$ cat config.mk
export PLATFORM = sky130hd
export DESIGN_NAME = serial_parity_rx_flat
export DESIGN_NICKNAME = d
export VERILOG_FILES = /design/src/rtl/serial_parity_rx_pkg.sv /design/src/rtl/serial_parity_rx_if.sv /design/src/rtl/serial_parity_rx_parity_acc.sv /design/src/rtl/serial_parity_rx.sv /design/src/flat_wrapper.sv
export SDC_FILE = /design/constraint.sdc
export NUM_CORES = 1
export LEC_CHECK = 0
export ABC_CLOCK_PERIOD_IN_PS = 4200
export BUFFER_PORTS_ARGS = -buffer_cell sky130_fd_sc_hd__buf_4
export CAP_MARGIN = 20
export CORE_MARGIN = 1.5
export CORE_UTILIZATION = 59
export DETAILED_ROUTE_END_ITERATION = 12
export PLACE_DENSITY = 0.81
export SYNTH_ARGS = -nofsm -noshare
export SYNTH_HDL_FRONTEND = slang
export SYNTH_SLANG_ARGS = --single-unit
$ cat constraint.sdc
create_clock -name clk -period 4.2 [get_ports clk]
set_input_delay 0.21 -clock clk [delete_from_list [all_inputs] [get_ports clk]]
set_output_delay 0.21 -clock clk [all_outputs]
set_load 0.005 [all_outputs]
$ cat src/rtl/serial_parity_rx_pkg.sv
// Shared constants for the parity-protected serial link (receiver and transmitter).
package serial_parity_rx_pkg;

    // FSM state encodings, shared with the transmitter
    localparam logic [2:0] ST_IDLE      = 3'd0;
    localparam logic [2:0] ST_DATA      = 3'd1;
    localparam logic [2:0] ST_PARITY    = 3'd2;
    localparam logic [2:0] ST_STOP      = 3'd3;
    localparam logic [2:0] ST_WAIT_HIGH = 3'd4;

    // Frame delimiters as seen on the line
    localparam logic START_BIT = 1'b0;
    localparam logic STOP_BIT  = 1'b1;

    // Bit counter width; covers DATA_W up to 16
    localparam int CNT_W = 5;

    // Parity check: data ^ parity bit ^ odd-select must be zero
    function automatic logic parity_fail(input logic acc, input logic odd);
        return acc ^ odd;
    endfunction

endpackage

$ cat src/rtl/serial_parity_rx_if.sv
// Line-side and word-side signals of the serial parity receiver.
interface serial_parity_rx_if #(
    parameter int DATA_W = 8
);
    logic              bit_en;
    logic              sin;
    logic [DATA_W-1:0] rx_data;
    logic              rx_valid;
    logic              parity_err;
    logic              frame_err;
    logic              busy;

    modport master (
        output bit_en, sin,
        input  rx_data, rx_valid, parity_err, frame_err, busy
    );

    modport slave (
        input  bit_en, sin,
        output rx_data, rx_valid, parity_err, frame_err, busy
    );
endinterface

$ cat src/rtl/serial_parity_rx_parity_acc.sv
// parity_acc: 1-bit running XOR with synchronous clear and enable.
module parity_acc (
    input  logic clk,
    input  logic rst,
    input  logic clr,
    input  logic en,
    input  logic d,
    output logic q
);

    // Clear has priority over accumulate
    always_ff @(posedge clk) begin
        if (rst || clr) begin
            q <= 1'b0;
        end else if (en) begin
            q <= q ^ d;
        end
    end

endmodule

$ cat src/rtl/serial_parity_rx.sv
// Bit-serial frame receiver: start, DATA_W data bits LSB first, parity, stop.
//
// state        | meaning
// -------------+---------------------------------------------------
// ST_IDLE      | line idle, waiting for a start bit sample of 0
// ST_DATA      | shifting data bits in, LSB first
// ST_PARITY    | sampling the parity bit into the running XOR
// ST_STOP      | sampling the stop bit; good -> word out, bad -> error
// ST_WAIT_HIGH | after a framing error, wait for the line to return high
module serial_parity_rx
    import serial_parity_rx_pkg::*;
#(
    parameter int DATA_W     = 8,
    parameter bit PARITY_ODD = 1'b0
) (
    input logic           clk,
    input logic           rst,
    serial_parity_rx_if.slave link
);

    logic [2:0]        state;
    logic [2:0]        state_nxt;
    logic [CNT_W-1:0]  cnt;
    logic [DATA_W-1:0] shreg;
    logic [DATA_W-1:0] rx_data_q;
    logic              rx_valid_q;
    logic              parity_err_q;
    logic              frame_err_q;
    logic              busy_q;
    logic              acc_clr;
    logic              acc_en;
    logic              acc_q;
    logic              last_bit;

    assign last_bit = (cnt == CNT_W'(DATA_W - 1));

    parity_acc u_parity_acc (
        .clk (clk),
        .rst (rst),
        .clr (acc_clr),
        .en  (acc_en),
        .d   (link.sin),
        .q   (acc_q)
    );

    // Next-state and parity accumulator controls; nothing moves without bit_en
    always_comb begin
        state_nxt = state;
        acc_clr   = 1'b0;
        acc_en    = 1'b0;
        if (link.bit_en) begin
            case (state)
                ST_IDLE: begin
                    if (link.sin == START_BIT) begin
                        state_nxt = ST_DATA;
                        acc_clr   = 1'b1;
                    end
                end
                ST_DATA: begin
                    acc_en = 1'b1;
                    if (last_bit) begin
                        state_nxt = ST_PARITY;
                    end
                end
                ST_PARITY: begin
                    acc_en    = 1'b1;
                    state_nxt = ST_STOP;
                end
                ST_STOP: begin
                    state_nxt = (link.sin == STOP_BIT) ? ST_IDLE : ST_WAIT_HIGH;
                end
                ST_WAIT_HIGH: begin
                    if (link.sin) begin
                        state_nxt = ST_IDLE;
                    end
                end
                default: state_nxt = ST_IDLE;
            endcase
        end
    end

    // State, datapath and registered outputs; pulses default low every clock
    always_ff @(posedge clk) begin
        if (rst) begin
            state        <= ST_IDLE;
            cnt          <= '0;
            shreg        <= '0;
            rx_data_q    <= '0;
            rx_valid_q   <= 1'b0;
            parity_err_q <= 1'b0;
            frame_err_q  <= 1'b0;
            busy_q       <= 1'b0;
        end else begin
            state       <= state_nxt;
            busy_q      <= (state_nxt != ST_IDLE);
            rx_valid_q  <= 1'b0;
            frame_err_q <= 1'b0;
            if (link.bit_en) begin
                case (state)
                    ST_IDLE: begin
                        if (link.sin == START_BIT) begin
                            cnt <= '0;
                        end
                    end
                    ST_DATA: begin
                        shreg <= {link.sin, shreg[DATA_W-1:1]};
                        cnt   <= cnt + 1'b1;
                    end
                    ST_STOP: begin
                        if (link.sin == STOP_BIT) begin
                            rx_data_q    <= shreg;
                            rx_valid_q   <= 1'b1;
                            parity_err_q <= parity_fail(acc_q, PARITY_ODD);
                        end else begin
                            frame_err_q <= 1'b1;
                        end
                    end
                    default: ;
                endcase
            end
        end
    end

    assign link.rx_data    = rx_data_q;
    assign link.rx_valid   = rx_valid_q;
    assign link.parity_err = parity_err_q;
    assign link.frame_err  = frame_err_q;
    assign link.busy       = busy_q;

endmodule

$ cat src/flat_wrapper.sv
// flat-port wrapper written by rule: the top's interface ports become plain ports
module serial_parity_rx_flat import serial_parity_rx_pkg::*;
#(
    parameter int DATA_W     = 8,
    parameter bit PARITY_ODD = 1'b0
)
  (clk, rst, link_bit_en, link_sin, link_rx_data, link_rx_valid, link_parity_err, link_frame_err, link_busy);
  serial_parity_rx_if #(.DATA_W(DATA_W)) link_i ();
  input logic clk;
  input logic rst;
  input wire logic [$bits(link_i.bit_en)-1:0] link_bit_en;
  input wire logic [$bits(link_i.sin)-1:0] link_sin;
  output wire logic [$bits(link_i.rx_data)-1:0] link_rx_data;
  output wire logic [$bits(link_i.rx_valid)-1:0] link_rx_valid;
  output wire logic [$bits(link_i.parity_err)-1:0] link_parity_err;
  output wire logic [$bits(link_i.frame_err)-1:0] link_frame_err;
  output wire logic [$bits(link_i.busy)-1:0] link_busy;
  assign link_i.bit_en = link_bit_en;
  assign link_i.sin = link_sin;
  assign link_rx_data = link_i.rx_data;
  assign link_rx_valid = link_i.rx_valid;
  assign link_parity_err = link_i.parity_err;
  assign link_frame_err = link_i.frame_err;
  assign link_busy = link_i.busy;
  serial_parity_rx #(.DATA_W(DATA_W), .PARITY_ODD(PARITY_ODD)) u_core (.clk(clk), .rst(rst), .link(link_i));
endmodule
==> impl_metrics.py, run 1 <==
metrics = {
    "run_status": {
        "status": "finished clean",
    },
    "pwr": {
        "combPwrFrac": 0.050,
        "irDropWorstVdd_mv": 0.243,
        "p_seq_frac": 0.599,
        "p_per_area_nw_per_um2": 350,
        "clkPwrFrac": 0.352,
        "p_sw_w": 0.000105,
        "power.internal_w": 0.000364,
        "p_leak_nw": 0.575,
        "switching_share": 0.223,
    },
    "global_routing": {
        "antenna_found_initial": 0,
        "overflow": 0,
        "grt_start_max_net_pins": 27,
        "grt_pass1_vias": 756,
        "grt_pass1_wl_mm": 3.08,
        "grt_util_all_layers": 0.201,
    },
    "clock_network": {
        "cts_tree": "yes",
        "htreeDepth": 2,
        "clockRootBuffer": "clkbuf_4",
        "ctsResizeCount": 0,
        "cts-hold-fix-buffers": 0,
        "clkTransAtPathRegs_ns": 0.09,
        "postCtsSetupBuffers": 0,
        "cts.sink_count": 29,
        "cts_buffers": 5,
        "insertion_delay_ns": 0.31,
        "cts_max_path_buffers": 2,
    },
    "layout": {
        "fin_cells": 168,
        "diodes": 0,
        "synthToLayoutAreaGrowth_pct": 12.6,
        "drive_gt1_frac": 0.177,
        "seq_area_um2": 581,
        "final_net_count": 146,
        "multiInputGateArea_um2": 549,
        "fill_cells": 163,
    },
    "sta": {
        "hold_viol_final": 0,
        "drv_slew": 0,
        "min_period_ns": 1.83,
        "fin_crit_sh": 0.436,
        "slew_headroom": 0.552,
        "fin_skew_ns": 0.00906,
        "rsz0062_at_grt": "false",
        "setup_tns_ns": 0,
        "timing.fmax_mhz": 546,
        "worstMarginPinSlew_ns": 0.670,
        "finalSetupViolCount": 0,
    },
    "placement": {
        "gp_congestion": 0.799,
        "port_buffers": 15,
        "dp_hpwl_mm": 1.36,
        "dp_cells": 161,
    },
    "hold_path": {
        "min_path_type": "input port to flop",
        "holdPathStages": 2,
    },
    "setup_path": {
        "cp_num_buf_inv": 0,
        "crit_path_start": "u_core.state[2]",
        "cpPeakStageDelay_ns": 0.61,
        "critPathMaxFanout": 10,
        "critPathSlowestCell": "nand4_1",
        "path_cells": "nor2b_1, nand4_1, mux2i_1, nor2_1",
        "rr_worst_depth": 4,
        "crit_type": "flop to flop",
        "rr_endpoint": "u_core.link.parity_err",
        "rrSetupSlack_ns": 2.37,
        "endpoint": "u_core.link.parity_err",
        "arrival_ns": 2.03,
        "crit_family": "simple AND/OR/NAND/NOR gates",
        "cp.required_ns": 4.40,
        "cp.depth": 4,
        "end_kind": "flop",
        "timing.rr.start": "u_core.state[2]",
        "start_kind": "flop",
    },
    "yosys": {
        "synth.most_common_cell": "dfxtp_1",
        "ys.flop_type": "dfxtp_1",
        "synth-edff-count": 0,
        "seq_area_frac_synth": 0.488,
        "synth-seq-cells": 29,
        "synthTopCellsByCount": "dfxtp_1, nand2_1, nor2_1",
        "syn_area_per_cell_um2": 9.21,
        "synth_cell_type_count": 33,
        "syn_area_um2": 1190,
        "synthArstFlopShare": 0,
        "yosys-top-cells-area": "dfxtp_1, mux2i_1, nand2_1, a21oi_1, nor2_1",
        "yosys_warnings": 0,
        "synthCells": 129,
        "yosysTopAreaCell": "dfxtp_1",
        "synth_top_area_share": 0.488,
        "synthesis.nets": 134,
    },
    "routing": {
        "drtIter0Drc": 14,
        "drc": 0,
        "viasPerCell": 5.36,
        "ant_nets": 0,
        "wl_per_cell_um": 11.9,
        "first_pass_iters": 4,
        "vias": 901,
        "wl_mm": 2.01,
    },
    "floorplanning": {
        "ioPinCount": 16,
        "initial_core_util": 0.618,
        "dieArea_um2": 2290,
        "core_um2": 1920,
        "dieHeight_um": 47.9,
        "dieWidth_um": 47.9,
        "rows": 16,
    },
    "run": {
        "cap_violations": 0,
    },
}
-- per-layer routing --
metal | vias up | track usage | part of all wire
met2 | 21 | 0.293 | 0.46
li1 | 465 | - | -
met3 | 2 | 0.121 | 0.044
met4 | 0 | 0.103 | 0.0070
met5 | - | 0 | 0
met1 | 413 | 0.230 | 0.49
-- stage by stage --
step                cell area (µm²)  power, W  setup slack (ns)  hold slack (ns)  utilization
floorplan                      1190  0.000305              2.73            0.436            -
global placement               1280  0.000309              2.45            0.443        0.668
detailed placement             1280  0.000310              2.35            0.450        0.668
CTS                            1340  0.000472              2.33            0.143        0.697
global route                   1340  0.000491              2.21            0.141        0.697
finish                         1340  0.000468              2.37            0.146        0.697
-- layout make-up --
type	count	share of cell area
Sequential cell	29	0.434
Multi-Input combinational cell	88	0.410
Inverter	2	0.00561
Clock buffer	7	0.0411
Timing Repair Buffer	15	0.0841
Tap cell	27	0.0252
-- cells by family (layout without fill, tap and decap cells) --
family                   after synthesis  after routing  share of synthesized area
AO/OA/AOI/OAI                         21             21                      0.104
XOR/XNOR                               4              4                     0.0295
adder cells (fa/ha/maj)                1              1                     0.0105
buffers and inverters                 12             24                     0.0495
flip-flops                            29             29                      0.488
multiplexers                           9              9                     0.0758
AND/OR/NAND/NOR                       53             53                      0.242
-- cells in the final DEF, fill, tap and decap left out, types with 3 or more instances in the layout --
| cell type | instances |
|---|---|
| nand2_1 | 17 |
| nor2_1 | 16 |
| mux2i_1 | 9 |
| clkbuf_4 | 5 |
| a21oi_1 | 12 |
| nand3_1 | 4 |
| buf_4 | 15 |
| xnor2_1 | 3 |
| dfxtp_1 | 29 |
-- sequential cells by signal, summed over array words and instances (netlist names) --
register / flops
u_core.shreg: 8
u_core.cnt: 5
u_core.link.rx_data: 8
u_core.u_parity_acc.q: 1
u_core.link.parity_err: 1
u_core.link.frame_err: 1
u_core.link.rx_valid: 1
u_core.state: 3
u_core.link.busy: 1
-- power groups by stage --
stage / clock network [W] / registers [W] / logic [W]
after floorplan: 0 / 0.000285 / 0.0000201
after global placement: 0 / 0.000287 / 0.0000225
after detailed placement: 0 / 0.000287 / 0.0000232
after CTS: 0.000168 / 0.000280 / 0.0000232
after global routing: 0.000184 / 0.000281 / 0.0000260
final: 0.000165 / 0.000280 / 0.0000232
-- worst min-delay path by stage --
stage	from	endpoint	slack, ns
global route	link_sin	u_core.link.frame_err	0.14
global placement	u_core.shreg[0]	u_core.shreg[0]	0.44
floorplan	u_core.shreg[0]	u_core.shreg[0]	0.44
finish	link_sin	u_core.link.frame_err	0.15
detailed placement	u_core.shreg[0]	u_core.shreg[0]	0.45
CTS	link_sin	u_core.link.frame_err	0.14
Note: power is estimated with default switching activity, not from simulation.
==> run 2: changes to the inputs <==
--- a/config.mk
+++ b/config.mk
@@ -5,13 +5,13 @@
 export SDC_FILE = /design/constraint.sdc
 export NUM_CORES = 1
 export LEC_CHECK = 0
-export ABC_CLOCK_PERIOD_IN_PS = 4200
+export ABC_CLOCK_PERIOD_IN_PS = 1600
 export BUFFER_PORTS_ARGS = -buffer_cell sky130_fd_sc_hd__buf_4
 export CAP_MARGIN = 20
 export CORE_MARGIN = 1.5
-export CORE_UTILIZATION = 59
+export CORE_UTILIZATION = 49
 export DETAILED_ROUTE_END_ITERATION = 12
-export PLACE_DENSITY = 0.81
+export PLACE_DENSITY = 0.72
 export SYNTH_ARGS = -nofsm -noshare
 export SYNTH_HDL_FRONTEND = slang
 export SYNTH_SLANG_ARGS = --single-unit
==> constraint.sdc (replaced) <==
create_clock -name clk -period 1.6 [get_ports clk]
set_input_delay 0.08 -clock clk [delete_from_list [all_inputs] [get_ports clk]]
set_output_delay 0.08 -clock clk [all_outputs]
set_load 0.005 [all_outputs]
==> run 2 against run 1 <==
Effect of this change: flip-flop and latch count stayed put; via count up 2.7%; global-route usage is 2.0 points lower; highest routed layer unchanged; largest cell class unchanged; critical path depth is 1 higher; first-iteration DRC count up 57%; sequential power rose to 2.6 times the previous value; clock power is 150% higher; largest power group unchanged; critical path type unchanged; wire length rose by 7.6%; core utilization decreased by 7.8 points; cell area grew 4.1%; non-clock buffer count up 5; critical endpoint is now u_core.link.busy; register-to-register slack worse by 2.3 ns.
==> impl_metrics.py, run 2 (synthesis gave the netlist of run 1 again) <==
metrics = {
    "run_status": {
        "status": "finished clean",
    },
    "layout": {
        "drive_gt1_frac": 0.224,
        "finalInstanceArea_um2": 1390,
        "final_cell_mix": "dfxtp_1, buf_4, nand2_1",
        "final_net_count": 151,
        "layout_commonest_cell": "dfxtp_1",
        "synthToLayoutAreaGrowth_pct": 17.3,
        "diodes": 0,
    },
    "clock_network": {
        "cts_tree": "yes",
        "cts_max_path_buffers": 2,
        "clockRootBuffer": "clkbuf_4",
        "htreeDepth": 2,
        "insertion_delay_ns": 0.31,
        "clkTransAtPathRegs_ns": 0.09,
        "postCtsSetupBuffers": 0,
        "cts-hold-fix-buffers": 0,
        "cts_buffers": 5,
        "cts.sink_count": 29,
    },
    "pwr": {
        "p_per_area_nw_per_um2": 874,
        "irDropWorstVdd_mv": 0.686,
        "p_leak_nw": 0.602,
    },
    "routing": {
        "drtIter0Drc": 22,
        "viasPerCell": 5.29,
        "wl_per_cell_um": 12.3,
        "drc": 0,
        "wl_mm": 2.16,
        "first_pass_iters": 4,
        "vias": 925,
        "ant_nets": 0,
    },
    "sta": {
        "slew_headroom": 0.688,
        "drv_slew": 0,
        "rsz0062_at_grt": "false",
        "timing.fmax_mhz": 674,
        "fin_crit_sh": 0.927,
        "finalSetupViolCount": 0,
        "worstMarginPinSlew_ns": 0.467,
        "min_period_ns": 1.48,
        "fin_skew_ns": 0.00844,
        "fin_hold_ws_ns": 0.0249,
        "hold_viol_final": 0,
    },
    "setup_path": {
        "cp.required_ns": 1.80,
        "arrival_ns": 1.68,
        "crit_type": "flop to flop",
        "end_kind": "flop",
        "start_kind": "flop",
        "critPathMaxFanout": 3,
    },
    "floorplanning": {
        "dieWidth_um": 52.3,
        "ioPinCount": 16,
        "initial_core_util": 0.527,
        "core_um2": 2250,
        "rows": 17,
        "dieArea_um2": 2730,
        "dieHeight_um": 52.3,
    },
    "run": {
        "cap_violations": 0,
    },
    "global_routing": {
        "grt_start_max_net_pins": 27,
        "antenna_found_initial": 0,
        "grt_pass1_wl_mm": 3.52,
        "grt_util_all_layers": 0.181,
        "overflow": 0,
        "grt_pass1_vias": 812,
    },
    "placement": {
        "gp_congestion": 0.772,
        "dp_hpwl_mm": 1.45,
        "port_buffers": 15,
        "postPlaceCellArea_um2": 1320,
    },
    "hold_path": {
        "min_path_type": "input port to flop",
    },
}
==> run 2: final cells by class <==
class | count | area (µm²)
clock buffer | 6 | 41.3
timing repair buffer | 20 | 150
clock inverter | 2 | 10.0
fill | 215 | 861
multi-input combinational | 88 | 569
inverter | 2 | 7.51
tap | 28 | 35.0
sequential | 29 | 581
==> run 2: what timing repair did <==
item,4_1_cts,5_1_grt
resized for setup,2,1
pin swaps,0,1
setup endpoints to repair,1,2
==> run 2: metal layers <==
layer	share of wire	vias up	track usage	wire length (µm)
li1	-	476	-	-
met3	0.033	2	0.0600	71
met2	0.47	13	0.281	1030
met1	0.48	434	0.218	1050
met4	0.0079	0	0.103	17
met5	0	-	0	0
==> run 2: final timing paths <==
check        cells past startpoint  slack, ns                    end             from
min reg2reg                      2       0.46        u_core.shreg[0]  u_core.shreg[0]
max                              5       0.12       u_core.link.busy    u_core.cnt[0]
min                              2       0.02  u_core.link.frame_err         link_sin
max reg2reg                      5       0.12       u_core.link.busy    u_core.cnt[0]
==> run 2: metrics by stage <==
step | total power (W) | instances | worst slack (ns) | setup TNS [ns] | utilization
2_1_floorplan | 0.000801 | 129 | 0.127 | 0 | -
3_3_place_gp | 0.000818 | 167 | 0.0367 | 0 | 0.587
3_5_place_dp | 0.000821 | 167 | -0.0873 | -0.0873 | 0.587
4_1_cts | 0.00123 | 175 | 0.0373 | 0 | 0.616
5_1_grt | 0.00127 | 175 | 0.00332 | 0 | 0.618
6_report | 0.00122 | 175 | 0.116 | 0 | 0.618
==> run 2: where the power goes <==
part           internal [W]  switching [W]
registers          0.000728     0.00000549
logic             0.0000257      0.0000465
clock network      0.000167       0.000245
==> run 2: worst max-delay path, stage by stage, from the launching register on <==
cell and delay [ns]:
dfxtp_1 0.36, ha_1 0.20, nor4bb_4 0.27, o311a_1 0.18, nor3_1 0.05, or3_1 0.30
